--- src/rtl/sysid_check_master.sv ---
// Avalon-MM read master that reads and checks the sysid ID and timestamp words.
// Define SYSID_CHECK_PERIODIC_EN to add an automatic re-check every PERIOD_CYCLES.
module sysid_check_master #(
    parameter logic [31:0] BASE_ADDR      = 32'h0000_0000,
    parameter logic [31:0] EXPECTED_ID    = 32'd0,
    parameter logic [31:0] EXPECTED_TS    = 32'd1652369592,
    parameter int unsigned TIMEOUT_CYCLES = 255,
    parameter int unsigned PERIOD_CYCLES  = 1000000
) (
    input  logic        clock,
    input  logic        reset_n,
    input  logic        start,
    output logic [31:0] avm_address,
    output logic        avm_read,
    input  logic [31:0] avm_readdata,
    input  logic        avm_waitrequest,
    output logic        busy,
    output logic        done,
    output logic        id_match,
    output logic        ts_match,
    output logic        timeout,
    output logic [31:0] id_value,
    output logic [31:0] ts_value
);

    typedef enum logic [1:0] {
        IDLE  = 2'd0,
        RD_ID = 2'd1,
        RD_TS = 2'd2,
        CMP   = 2'd3
    } state_t;

    localparam logic [16:0] TO_LIM = 17'(TIMEOUT_CYCLES);

    state_t      state_q;
    state_t      state_d;
    logic [15:0] wait_q;
    logic        id_eq_q;
    logic        reading;
    logic        xfer;
    logic        expire;
    logic        start_ok;
    logic        go;

    assign reading  = (state_q == RD_ID) || (state_q == RD_TS);
    assign xfer     = reading && !avm_waitrequest;
    // wait_q counts earlier stalls, so this cycle is stall number wait_q+1
    assign expire   = reading && avm_waitrequest &&
                      (({1'b0, wait_q} + 17'd1) >= TO_LIM);
    assign start_ok = start && ((state_q == IDLE) || (state_q == CMP));

`ifdef SYSID_CHECK_PERIODIC_EN
    logic [31:0] period_q;
    logic        tick;

    assign tick = (state_q == IDLE) &&
                  (period_q == 32'(PERIOD_CYCLES - 1));
    assign go   = start_ok || tick;

    always_ff @(posedge clock or negedge reset_n) begin
        if (!reset_n) begin
            period_q <= '0;
        end else if (go) begin
            period_q <= '0;
        end else if (state_q == IDLE) begin
            period_q <= period_q + 32'd1;
        end
    end
`else
    assign go = start_ok;
`endif

    always_comb begin
        state_d = state_q;
        unique case (state_q)
            IDLE:    if (go) state_d = RD_ID;
            RD_ID: begin
                if (xfer)        state_d = RD_TS;
                else if (expire) state_d = CMP;
            end
            RD_TS:   if (xfer || expire) state_d = CMP;
            CMP:     state_d = go ? RD_ID : IDLE;
            default: state_d = IDLE;
        endcase
    end

    assign avm_read    = reset_n && reading;
    assign avm_address = (state_q == RD_TS) ? BASE_ADDR + 32'd4 : BASE_ADDR;
    assign busy        = (state_q != IDLE);
    assign done        = (state_q == CMP);

    always_ff @(posedge clock or negedge reset_n) begin
        if (!reset_n) begin
            state_q  <= IDLE;
            wait_q   <= '0;
            id_eq_q  <= 1'b0;
            id_match <= 1'b0;
            ts_match <= 1'b0;
            timeout  <= 1'b0;
            id_value <= '0;
            ts_value <= '0;
        end else begin
            state_q <= state_d;
            if (go) begin
                wait_q   <= '0;
                id_eq_q  <= 1'b0;
                id_match <= 1'b0;
                ts_match <= 1'b0;
                timeout  <= 1'b0;
                id_value <= '0;
                ts_value <= '0;
            end else if (reading) begin
                if (xfer || expire) begin
                    wait_q <= '0;
                end else if (wait_q != 16'hFFFF) begin
                    wait_q <= wait_q + 16'd1;
                end
                if (expire) begin
                    timeout <= 1'b1;
                end
                if (xfer && (state_q == RD_ID)) begin
                    id_value <= avm_readdata;
                    id_eq_q  <= (avm_readdata == EXPECTED_ID);
                end
                // flags land as CMP is entered so they are valid with done
                if (xfer && (state_q == RD_TS)) begin
                    ts_value <= avm_readdata;
                    id_match <= id_eq_q;
                    ts_match <= (avm_readdata == EXPECTED_TS);
                end
            end
        end
    end

endmodule

--- config.mk ---
export PLATFORM = sky130hd
export DESIGN_NAME = sysid_check_master
export DESIGN_NICKNAME = d
export VERILOG_FILES = /design/src/rtl/sysid_check_master.sv
export SDC_FILE = /design/constraint.sdc
export NUM_CORES = 1
export LEC_CHECK = 0
export BUFFER_PORTS_ARGS = -buffer_cell sky130_fd_sc_hd__buf_4
export CAP_MARGIN = 20
export CORE_MARGIN = 1.5
export CORE_UTILIZATION = 50
export DETAILED_ROUTE_END_ITERATION = 10
export GPL_ROUTABILITY_DRIVEN = 0
export GPL_TIMING_DRIVEN = 0
export PLACE_DENSITY = 0.81
export SYNTH_ARGS = -nofsm -noshare
export SYNTH_HDL_FRONTEND = slang
export SYNTH_SLANG_ARGS = --single-unit
--- constraint.sdc ---
create_clock -name clock -period 4.3 [get_ports clock]
set_input_delay 0.43 -clock clock [delete_from_list [all_inputs] [get_ports clock]]
set_output_delay 0.43 -clock clock [all_outputs]
set_load 0.02 [all_outputs]
==> results.txt <==
Status = completed
Warnings, synthesis = 0
Overall die area = 8820 sq um
Worst Skew = 0.0127 ns
Routed WL = 10600 um
ANT cells = 0
Synth-to-Final Area Change = 30.6%
Nets = 657
Post-synthesis adder-cell area fraction = 1.82%
Initial Utilization = 52.7%
Max H-tree Level = 3
Seq pwr share = 37.0%
Final cycle utilization of the critical path = 56.2%
Rel. slew slack = 60.2%
Yosys reg bits = 86
CTS tree = built
Multi-input gate area = 1750 sq um
Lkg Pwr = 2.70 nW
Final Hold Slack = 0.284 ns
Critical path class = flip-flop to flip-flop
Distinct cell type count after synthesis = 43
Number of enable flip-flop cells after synthesis = 0
Pwr/cell area = 582 nW/um^2
RSZ-0062 raised after global routing = false
Crit path DAT = 2.64 ns
First-pass DRT Iterations = 5
Max-cap violations = 0
Number of buffers created by CTS = 9
VDD IR max = 0.309 mV
Commonest non-fill, non-tap cell in the layout = nand2_1
Final Hold Fails = 0
Synth Area in XOR/XNOR = 1.06%
Clock share of power = 17.2%
Reg area = 2150 sq um
# rows = 32
Max Fclk = 414 MHz
Fill cell count = 636
Crit. End Element = flip-flop
Bufs on Longest Clock Path = 2
Mean Syn Cell Area = 8.87 sq um
Number of global-route vias before repair = 3458
Setup crit start kind = flip-flop
CTS Sinks = 86
DR WL/cell = 14.7 um
Worst skew pair latency = 0.35 ns
# DRC = 0
Drt initial violations = 234
Die Ht = 93.9 um
Top_reg_cell synth = dfrtp_1
Mux contribution to synthesized area = 0.484%
Detail Placement HPWL = 7870 um
Synth Cell Area = 4140 sq um
Pin count of the biggest net entering global routing = 88
Post-synthesis simple-gate area fraction = 23.5%
Via count = 3835
Worst hold path class = input pin to flip-flop
Logic pwr share = 45.8%
Commonest non-fill, non-tap cells in the layout = 147 x nand2_1, 137 x buf_4, 86 x dfrtp_1
CP Max Fanout = 10
Post-synthesis compound-gate area fraction = 12.7%
Core area = 7850 sq um
Post-DRT Antenna Nets = 0
Grt total ovfl = 0
Seq/Total Area, Yosys = 52.0%
Clk pin slew, worst setup/hold paths = 0.09 ns
Main combinational cell family by area after synthesis = simple AND/OR/NAND/NOR gates
Req. time, crit path = 4.52 ns
Setup Viol. Count Final = 0
Setup TNS = 0 ns
DR vias/cell = 5.31
Global-route wire length before repair = 16600 um
Share of cells above drive strength 1 = 25.6%
Psw = 1.34 mW
Die width = 93.9 um
Tmin final = 2.42 ns
Int Pwr = 1.81 mW
Root Buffer = clkbuf_8
Initial antenna violation count = 0
Synth async-reset ratio = 100%
Switching part of the total = 42.6%
Io pins = 138
Syn Inst Count = 466
Total track usage = 24.2%
Worst Max-Slew Pin Slew = 0.597 ns
# resized after CTS = 0
Port buffer count = 106
Max-slew violations = 0
[timing repair]
action	CTS	global route
hold endpoints to repair	0	9
setup buffers	0	0
hold buffers	0	1
[metal layers]
| layer | global-route usage [%] | vias to the layer above | share of wire, % |
|---|---|---|---|
| met3 | 5.02 | 26 | 8.5 |
| met2 | 38.3 | 176 | 48 |
| met1 | 32.7 | 1830 | 41 |
| met5 | 0 | - | 0 |
| li1 | - | 1803 | - |
| met4 | 9.58 | 0 | 2.7 |
[worst paths after layout]
| path | startpoint | end | slack [ns] | cells past startpoint |
|---|---|---|---|---|
| worst min register to register | id_eq_q$_DFFE_PN0P_ | id_eq_q$_DFFE_PN0P_ | 0.50 | 2 |
| min in group asynchronous | reset_n | wait_q[7]$_DFFE_PN0P_ | 0.45 | 2 |
| worst max-delay path | wait_q[0]$_DFFE_PN0P_ | state_q[0]$_DFFE_PN0P_ | 1.88 | 7 |
| worst min-delay path | start | wait_q[11]$_DFFE_PN0P_ | 0.28 | 2 |
| worst max register to register | wait_q[0]$_DFFE_PN0P_ | state_q[0]$_DFFE_PN0P_ | 1.88 | 7 |
| max in group asynchronous | reset_n | ts_value[5]$_DFFE_PN0P_ | 3.24 | 3 |
[flip-flops by register name, indices dropped and copies added (netlist names)]
register and flops:
state_q 2, wait_q 16, id_match 1, id_eq_q 1
timeout 1, id_value 32, ts_match 1, ts_value 32
[per-stage QoR]
stage	instance area [sq um]	utilization [%]	setup WS, ns	power (mW)	instances
3_3_place_gp	5170	65.9	1.98	2.57	704
6_report	5400	68.8	1.88	3.15	722
2_1_floorplan	4250	-	2.23	2.01	496
4_1_cts	5360	68.4	1.91	3.15	720
5_1_grt	5400	68.8	1.63	3.35	722
3_5_place_dp	5170	65.9	1.93	2.61	704
[power by group through the flow]
| stage | combinational, mW | clock [mW] | sequential (mW) |
|---|---|---|---|
| after global placement | 1.40 | 0 | 1.17 |
| after detailed placement | 1.44 | 0 | 1.18 |
| after floorplan | 0.617 | 0 | 1.40 |
| final | 1.44 | 0.541 | 1.16 |
| after global routing | 1.57 | 0.591 | 1.19 |
| after CTS | 1.44 | 0.548 | 1.16 |
[synthesized netlist by cell type, drive strengths merged, types with 3 or more instances]
cell type | count | share of area [%]
clkbuf | 22 | 2.0
dfrtp | 86 | 52
and2 | 11 | 1.7
and3 | 7 | 1.1
nor3 | 6 | 0.85
xnor2 | 3 | 0.64
nand3 | 9 | 1.2
o2111ai | 3 | 0.64
nor2b | 4 | 0.61
nand4 | 9 | 1.5
a21oi | 35 | 4.2
nor2 | 7 | 0.64
nor4 | 9 | 1.4
inv | 7 | 0.64
nand2 | 147 | 13
ha | 6 | 1.8
buf | 32 | 5.7
o21ai | 37 | 4.5
[layout make-up]
class | instances | area share (%)
Sequential cell | 86 | 39.8
Multi-Input combinational cell | 349 | 32.4
Timing Repair Buffer | 108 | 15.4
Buffer | 54 | 5.91
Clock buffer | 11 | 2.80
Tap cell | 102 | 2.36
Clock inverter | 5 | 0.764
Inverter | 7 | 0.486
[cell families (layout without fill, tap and decap cells)]
| logic type | Yosys count | count (layout) |
|---|---|---|
| flops | 86 | 86 |
| buf+inv | 61 | 185 |
| xor+xnor | 5 | 5 |
| fa+ha+maj | 6 | 6 |
| simple gates | 216 | 216 |
| other cells | 1 | 31 |
| mux | 2 | 2 |
| compound gates | 89 | 89 |
[worst max-delay path, stage by stage, from the launching register on]
cell and delay (ns):
dfrtp_1 0.47, ha_1 0.24, and3_1 0.24, nand3_1 0.13, xnor2_1 0.21, a2111oi_4 0.59
a31oi_1 0.24, mux2i_1 0.17
No activity file was read; power rests on OpenSTA's default activity.
